==> src/rtl/ro_pkg.sv <==
`default_nettype none
// ============================================================================
// Module : ro_pkg
// Brief  : Shared FSM state encoding and default settle time for ro_meter_ctrl.
// Rev    : 1.0  initial release
// ============================================================================
package ro_pkg;

  typedef enum logic [1:0] {
    ST_IDLE    = 2'd0,
    ST_SETTLE  = 2'd1,
    ST_MEASURE = 2'd2,
    ST_DONE    = 2'd3
  } ro_state_t;

  localparam int c_SETTLE_CYCLES_DEFAULT = 16;

endpackage
`default_nettype wire

==> src/rtl/ro_edge_sync.sv <==
`default_nettype none
// ============================================================================
// Module : ro_edge_sync
// Brief  : Two-flop synchronizer followed by a single-cycle rising-edge detector.
// Rev    : 1.0  initial release
// ============================================================================
module ro_edge_sync (
  input  logic clk,
  input  logic reset,
  input  logic async_in,
  output logic rise_pulse
);

  logic r_meta;
  logic r_sync;
  logic r_sync_d;

  always_ff @(posedge clk or posedge reset) begin
    if (reset) begin
      r_meta   <= 1'b0;
      r_sync   <= 1'b0;
      r_sync_d <= 1'b0;
    end else begin
      r_meta   <= async_in;
      r_sync   <= r_meta;
      r_sync_d <= r_sync;
    end
  end

  assign rise_pulse = r_sync & ~r_sync_d;

endmodule
`default_nettype wire

==> src/rtl/ro_meter_ctrl.sv <==
`default_nettype none
// ============================================================================
// Module : ro_meter_ctrl
// Brief  : Ring-oscillator frequency meter: settle, gate-window edge count,
//          saturating result. Optional serial readout under RO_METER_SHIFT_EN.
// Rev    : 1.0  initial release
// ============================================================================
module ro_meter_ctrl
  import ro_pkg::*;
#(
  parameter int GATE_W        = 16,
  parameter int CNT_W         = 16,
  parameter int SETTLE_CYCLES = c_SETTLE_CYCLES_DEFAULT
) (
  input  logic              clk,
  input  logic              reset,
  input  logic              start,
  input  logic [GATE_W-1:0] gate_len,
  output logic              ro_ena,
  input  logic              ro_div_in,
  output logic              busy,
  output logic              done,
  output logic [CNT_W-1:0]  count,
  output logic              overflow
`ifdef RO_METER_SHIFT_EN
  ,
  input  logic              shift,
  output logic              sdo
`endif
);

  localparam int                 c_SET_W    = (SETTLE_CYCLES > 1) ? $clog2(SETTLE_CYCLES) : 1;
  localparam logic [c_SET_W-1:0] c_SET_LAST = c_SET_W'(SETTLE_CYCLES - 1);
  localparam logic [CNT_W-1:0]   c_CNT_MAX  = {CNT_W{1'b1}};

  ro_state_t           r_state;
  logic [c_SET_W-1:0]  r_settle_cnt;
  logic [GATE_W-1:0]   r_gate_cnt;
  logic [GATE_W-1:0]   r_gate_len;
  logic [CNT_W-1:0]    r_count;
  logic                r_overflow;
  logic                r_ro_ena;
  logic                r_busy;
  logic                r_done;
  logic                w_rise;

  ro_edge_sync u_edge_sync (
    .clk        (clk),
    .reset      (reset),
    .async_in   (ro_div_in),
    .rise_pulse (w_rise)
  );

  always_ff @(posedge clk or posedge reset) begin
    if (reset) begin
      r_state      <= ST_IDLE;
      r_settle_cnt <= '0;
      r_gate_cnt   <= '0;
      r_gate_len   <= '0;
      r_count      <= '0;
      r_overflow   <= 1'b0;
      r_ro_ena     <= 1'b0;
      r_busy       <= 1'b0;
      r_done       <= 1'b0;
    end else begin
      case (r_state)
        ST_IDLE, ST_DONE: begin
          if (start) begin
            r_state      <= ST_SETTLE;
            r_gate_len   <= gate_len;
            r_settle_cnt <= '0;
            r_gate_cnt   <= '0;
            r_count      <= '0;
            r_overflow   <= 1'b0;
            r_ro_ena     <= 1'b1;
            r_busy       <= 1'b1;
            r_done       <= 1'b0;
          end
`ifdef RO_METER_SHIFT_EN
          else if ((r_state == ST_DONE) && shift) begin
            r_count <= r_count << 1;
          end
`endif
        end

        ST_SETTLE: begin
          if (r_settle_cnt == c_SET_LAST) begin
            // A zero-length gate goes straight to DONE with the cleared count.
            if (r_gate_len == '0) begin
              r_state  <= ST_DONE;
              r_ro_ena <= 1'b0;
              r_busy   <= 1'b0;
              r_done   <= 1'b1;
            end else begin
              r_state  <= ST_MEASURE;
            end
          end else begin
            r_settle_cnt <= r_settle_cnt + c_SET_W'(1);
          end
        end

        ST_MEASURE: begin
          if (w_rise) begin
            if (r_count == c_CNT_MAX) begin
              r_overflow <= 1'b1;
            end else begin
              r_count <= r_count + CNT_W'(1);
            end
          end
          if (r_gate_cnt == r_gate_len - GATE_W'(1)) begin
            r_state  <= ST_DONE;
            r_ro_ena <= 1'b0;
            r_busy   <= 1'b0;
            r_done   <= 1'b1;
          end else begin
            r_gate_cnt <= r_gate_cnt + GATE_W'(1);
          end
        end

        default: begin
          r_state  <= ST_IDLE;
          r_ro_ena <= 1'b0;
          r_busy   <= 1'b0;
          r_done   <= 1'b0;
        end
      endcase
    end
  end

  assign ro_ena   = r_ro_ena;
  assign busy     = r_busy;
  assign done     = r_done;
  assign count    = r_count;
  assign overflow = r_overflow;

`ifdef RO_METER_SHIFT_EN
  assign sdo = r_count[CNT_W-1];
`endif

endmodule
`default_nettype wire

==> config.mk <==
export PLATFORM = sky130hd
export DESIGN_NAME = ro_meter_ctrl
export DESIGN_NICKNAME = d
export VERILOG_FILES = /design/src/rtl/ro_pkg.sv /design/src/rtl/ro_edge_sync.sv /design/src/rtl/ro_meter_ctrl.sv
export SDC_FILE = /design/constraint.sdc
export NUM_CORES = 1
export LEC_CHECK = 0
export BUFFER_PORTS_ARGS = -buffer_cell sky130_fd_sc_hd__buf_2
export CAP_MARGIN = 40
export CORE_MARGIN = 2
export CORE_UTILIZATION = 55
export DETAILED_ROUTE_END_ITERATION = 16
export GPL_TIMING_DRIVEN = 0
export PLACE_DENSITY = 0.76
export SLEW_MARGIN = 20
export SYNTH_ARGS = -nofsm -noshare
export SYNTH_HDL_FRONTEND = slang
export SYNTH_SLANG_ARGS = --single-unit
==> constraint.sdc <==
create_clock -name clk -period 7.9 [get_ports clk]
set_input_delay 1.58 -clock clk [delete_from_list [all_inputs] [get_ports clk]]
set_output_delay 1.58 -clock clk [all_outputs]
set_load 0.03 [all_outputs]
# Word-level counts from Yosys, hierarchy flattened

Cells that the tools add are included.

Logic and storage cells: 71
Input port bits: 20
Output and inout bits: 20
Register bits: 60

Muxes and demuxes: 27
$add $sub $neg: 4
Bitwise gates (word level): 2
Reduce and logical (&&, ||, !) cells: 12
Eq/ne operators: 15

Operators with widths:

| operator                                            | count |
|---|---|
| 2-to-1 mux 16 bit                                   | 4 |
| case mux 16 bit (2 select lines)                    | 2 |
| adder 16 x 1 -> 16 bit, second input constant       | 2 |
| equality test 16 bit                                | 1 |
| equality test 16 bit, second input constant         | 1 |
| logical NOT 16 bit                                  | 1 |
| != test 2 bit, second input constant                | 8 |
| subtractor 16 x 1 -> 16 bit, second input constant  | 1 |
| AND reduction 4 bit                                 | 3 |
| 2-to-1 mux 1 bit                                    | 11 |
| AND reduction 3 bit                                 | 3 |
| 2-to-1 mux 4 bit                                    | 2 |
| case mux 4 bit (2 select lines)                     | 1 |
| 2-to-1 mux 2 bit                                    | 3 |
| case mux 1 bit (3 select lines)                     | 2 |
| case mux 2 bit (3 select lines)                     | 1 |
| adder 4 x 1 -> 4 bit, second input constant         | 1 |
| equality test 2 bit, second input constant          | 2 |
| equality test 4 bit, second input constant          | 1 |
| nonzero test 2 bit                                  | 2 |
| equality test 2 x 1 -> 1 bit, second input constant | 1 |
| logical NOT 2 bit                                   | 1 |
| != test 2 x 1 -> 1 bit, second input constant       | 1 |
| case mux 1 bit (2 select lines)                     | 1 |
| other kinds (4)                                     | 4 |

# Logic depth before layout (Yosys ltp)

Word-level depth: 4
Gate-level depth with buffers: 11
Mapped depth without buffers: 9

# Modules after synthesis

A second synthesis with hierarchy kept.

Cells, all modules: 384
Area total of the unflattened synthesis: 3588.4 sq um

By module, submodules not included:

| module        | cells an instance | instances | area an instance (sq um) | seq. area each (sq um) |
|---|---|---|---|---|
| ro_meter_ctrl | 379               | 1         | 3495.9                   | 1426.4 |
| ro_edge_sync  | 5                 | 1         | 92.6                     | 75.1 |

# Worst setup path before layout

No wires, ideal clock.

Path type: input port to flip-flop
From: input port start
To: register r_count[13], in the netlist count[13]
Stages: 8
Setup slack: 4657 ps
Buffers on the path: 1
Library setup time: 132 ps
Data required time: 7768 ps
Data arrival time: 3111 ps
Cells stage by stage: clkbuf_1 mux2i_1 a21oi_1 and4_1 a21boi_1 and3_1 xnor2_1 nor2_1

Word-level cells in the longest chain between the ends: 2

RTL lines:

| what                          | RTL line             | source |
|---|---|---|
| start: declaration            | ro_meter_ctrl.sv:17  | `input logic start,` |
| != test 2 bit (no line)       | -                    |  |
| AND reduction 4 bit (no line) | -                    |  |
| end signal: assignment        | ro_meter_ctrl.sv:107 | `r_count <= r_count + CNT_W'(1);` |
| end: declaration              | ro_meter_ctrl.sv:40  | `logic [CNT_W-1:0] r_count;` |

Every way passes these cells.
A chain may end at the register's enable or synchronous reset.

# Worst setup path after layout

Ends and elaborated chain as after synthesis.

==> run_results.csv <==
group,metric,value,unit
status,outcome,"finished, final reports clean",
detailed_routing,postRouteAntennaNets,0,
cts,cts_tree,"yes",
synthesis,synth_nets,403,
worst_setup_path,crit_type,"input pin to flop",
floorplanning,dieHeight,85.0,um
finish,drive_gt1_frac,0.218,
global_route,grt_max_degree,39,
cts,cts_buffers,9,
flow_run,maxCapViolCount,0,
floorplanning,io-pin-count,40,
finish,final_area,4120,um^2
place,placed_area,3920,um^2
finish,synthToLayoutAreaGrowth,14.2,%
sta,slew_headroom,0.582,
floorplanning,core-area,6350,um^2
synthesis,synth_top_area_frac,0.416,
worst_setup_path,crit_arrival,3.56,ns
cts,cts_max_level,3,
place,hpwl,5750,um
detailed_routing,drtPass1Iterations,4,
detailed_routing,routedWlPerCell,15.4,um
synthesis,yosysSeqAreaShare,0.416,
cts,clk_latency,0.34,ns
floorplanning,die_area,7220,um^2
cts,clock-sinks,60,
finish,n_antenna_cell,0,
synthesis,ys_warn_count,0,
floorplanning,die_w,85.0,um
worst_setup_path,endpoint_kind,"flop",
cts,cts_root_buf,"clkbuf_8",
worst_setup_path,startpoint_type,"input pin",
worst_setup_path,rrSetupSlack,4.65,ns
floorplanning,start_util,0.568,
synthesis,synth-edff-count,0,
global_route,grt_pass1_vias,2843,
detailed_routing,num_vias,2991,
synthesis,yosys-top-cells-count,"dfrtp_1, nor2_1, nand2_1, nand3_1, xnor2_1",
global_route,grt-ovfl-total,0,
cts,clockBufferDepth,2,
place,place_ws,4.22,ns
power,peakVddDrop,0.169,mV
finish,nets,453,
cts,post_cts_buffers,0,
cts,path_clk_slew,0.07,ns
global_route,grtUsageTotal,0.235,
synthesis,synth.area.top_cells,"dfrtp_1, mux2_2, xnor2_1",
floorplanning,std_cell_rows,29,
worst_setup_path,crit_required,8.10,ns
synthesis,ys.flop_type,"dfrtp_1",
global_route,antenna_found_initial,0,
global_route,grt_first_pass_wirelength,13600,um
sta,fmax,298,MHz
sta,min_period,3.35,ns
synthesis,syn_avg_cell_area,9.59,um^2
hold_path,hp-class,"flop to flop",
cts,cts_resized,0,
synthesis,ys_async_sr_fraction,1.00,
power,total_leakage_power,1.96,nW
detailed_routing,vias_per_cell,5.89,
synthesis,yosysMostFrequentCell,"dfrtp_1",
synthesis,synth_top_area_cell,"dfrtp_1",
finish,fin_util,0.648,
worst_setup_path,path_max_fanout,7,
sta,layout_setup_ws,4.55,ns
synthesis,yosys_register_bits,60,
sta,final.setup.tns,0,ns
place,gp_congestion,0.910,
synthesis,synth_cell_types,66,
sta,finalCritPeriodShare,0.424,
sta,fin_skew,0.00885,ns
sta,worst_pin_slew,0.625,ns
sta,setup-violations-final,0,
detailed_routing,totalWireLength,7820,um
sta,drv_slew,0,
synthesis,synth_area,3610,um^2
detailed_routing,first_iter_violations,117,
sta,rsz0062_at_grt,"no",
place,portBuffers,38,
detailed_routing,drc,0,
power,powerDensity,165,nW/um^2
synthesis,synthCells,376,
cts,cts_hold_buf,0,
sta,hold_viol,0,
## state kept, by name, indices dropped and copies added (netlist names)
signal / flops
busy: 1
count: 16
r_settle_cnt: 4
overflow: 1
u_edge_sync.r_sync_d: 1
done: 1
r_gate_cnt: 16
u_edge_sync.r_sync: 1
r_gate_len: 16
u_edge_sync.r_meta: 1
r_state: 2
## report_power, final
group / leakage, nW / switching (mW) / internal (mW)
clock: 0.102 / 0.121 / 0.162
combinational: 1.09 / 0.0435 / 0.0215
sequential: 0.773 / 0.0141 / 0.319
## cells by family after synthesis
logic type	after synthesis	share of synthesized area
xor gates and xnor gates	28	0.0680
AOI/OAI and AO/OA	76	0.149
buffers and inverters	31	0.0406
DFF	60	0.416
muxes	21	0.0642
and+or+nand+nor	153	0.238
adders and majority gates	7	0.0243
## metrics by stage
| step | power, mW | hold WS (ns) | instances |
|---|---|---|---|
| 2_1_floorplan | 0.380 | 0.331 | 376 |
| 3_3_place_gp | 0.402 | 0.333 | 491 |
| 3_5_place_dp | 0.404 | 0.337 | 492 |
| 4_1_cts | 0.687 | 0.353 | 508 |
| 5_1_grt | 0.707 | 0.359 | 508 |
| 6_report | 0.681 | 0.350 | 508 |
## layer usage
| layer | global-route usage | vias to the layer above | part of all wire |
|---|---|---|---|
| met5 | 0 | - | 0 |
| met4 | 0.113 | 0 | 0.026 |
| met3 | 0.0331 | 19 | 0.043 |
| met2 | 0.373 | 77 | 0.47 |
| met1 | 0.319 | 1413 | 0.46 |
| li1 | - | 1482 | - |
## worst max-delay path, stage by stage
cell,delay [ns]
clkbuf_1,0.28
mux2i_1,0.29
a21oi_1,0.33
and4_1,0.24
a21boi_1,0.44
and3_1,0.24
xnor2_1,0.11
nor2_1,0.05
## cell usage in the layout (no fill, tap or decap), types with 3 or more instances in the layout
master / instances
nand4_1: 5
ha_1: 7
clkbuf_1: 8
o21ai_0: 15
mux2_2: 17
xor2_1: 9
buf_6: 3
nor2_1: 35
and3_1: 8
nor4_1: 4
nand3_1: 22
nor3_1: 9
clkbuf_8: 11
or3_1: 3
a41o_1: 3
a31oi_1: 4
and4_1: 8
or4_1: 6
nand2_1: 27
inv_1: 14
dfrtp_1: 60
a31o_1: 5
mux2i_1: 4
a21oi_1: 18
buf_2: 41
nand2b_1: 6
xnor2_1: 19
o21ai_1: 5
## final timing paths
path | start | endpoint | cells past startpoint
setup reg to reg | r_gate_len[0] | r_gate_cnt[9] | 10
setup / recovery | start | count[13] | 8
hold reg to reg | u_edge_sync.r_meta | u_edge_sync.r_sync | 0
max in group asynchronous | reset | r_gate_cnt[2] | 3
min in group asynchronous | reset | count[5] | 2
hold / removal | u_edge_sync.r_meta | u_edge_sync.r_sync | 0
## cell type report
type | count | area (um^2)
fill | 532 | 2230
multi-input combinational | 285 | 1960
sequential | 60 | 1500
timing repair buffer | 39 | 210
clock buffer | 12 | 155
tap | 77 | 96.3
buffer | 16 | 90.1
inverter | 15 | 58.8
clock inverter | 4 | 47.5
Note: power is estimated with default switching activity, not from simulation.
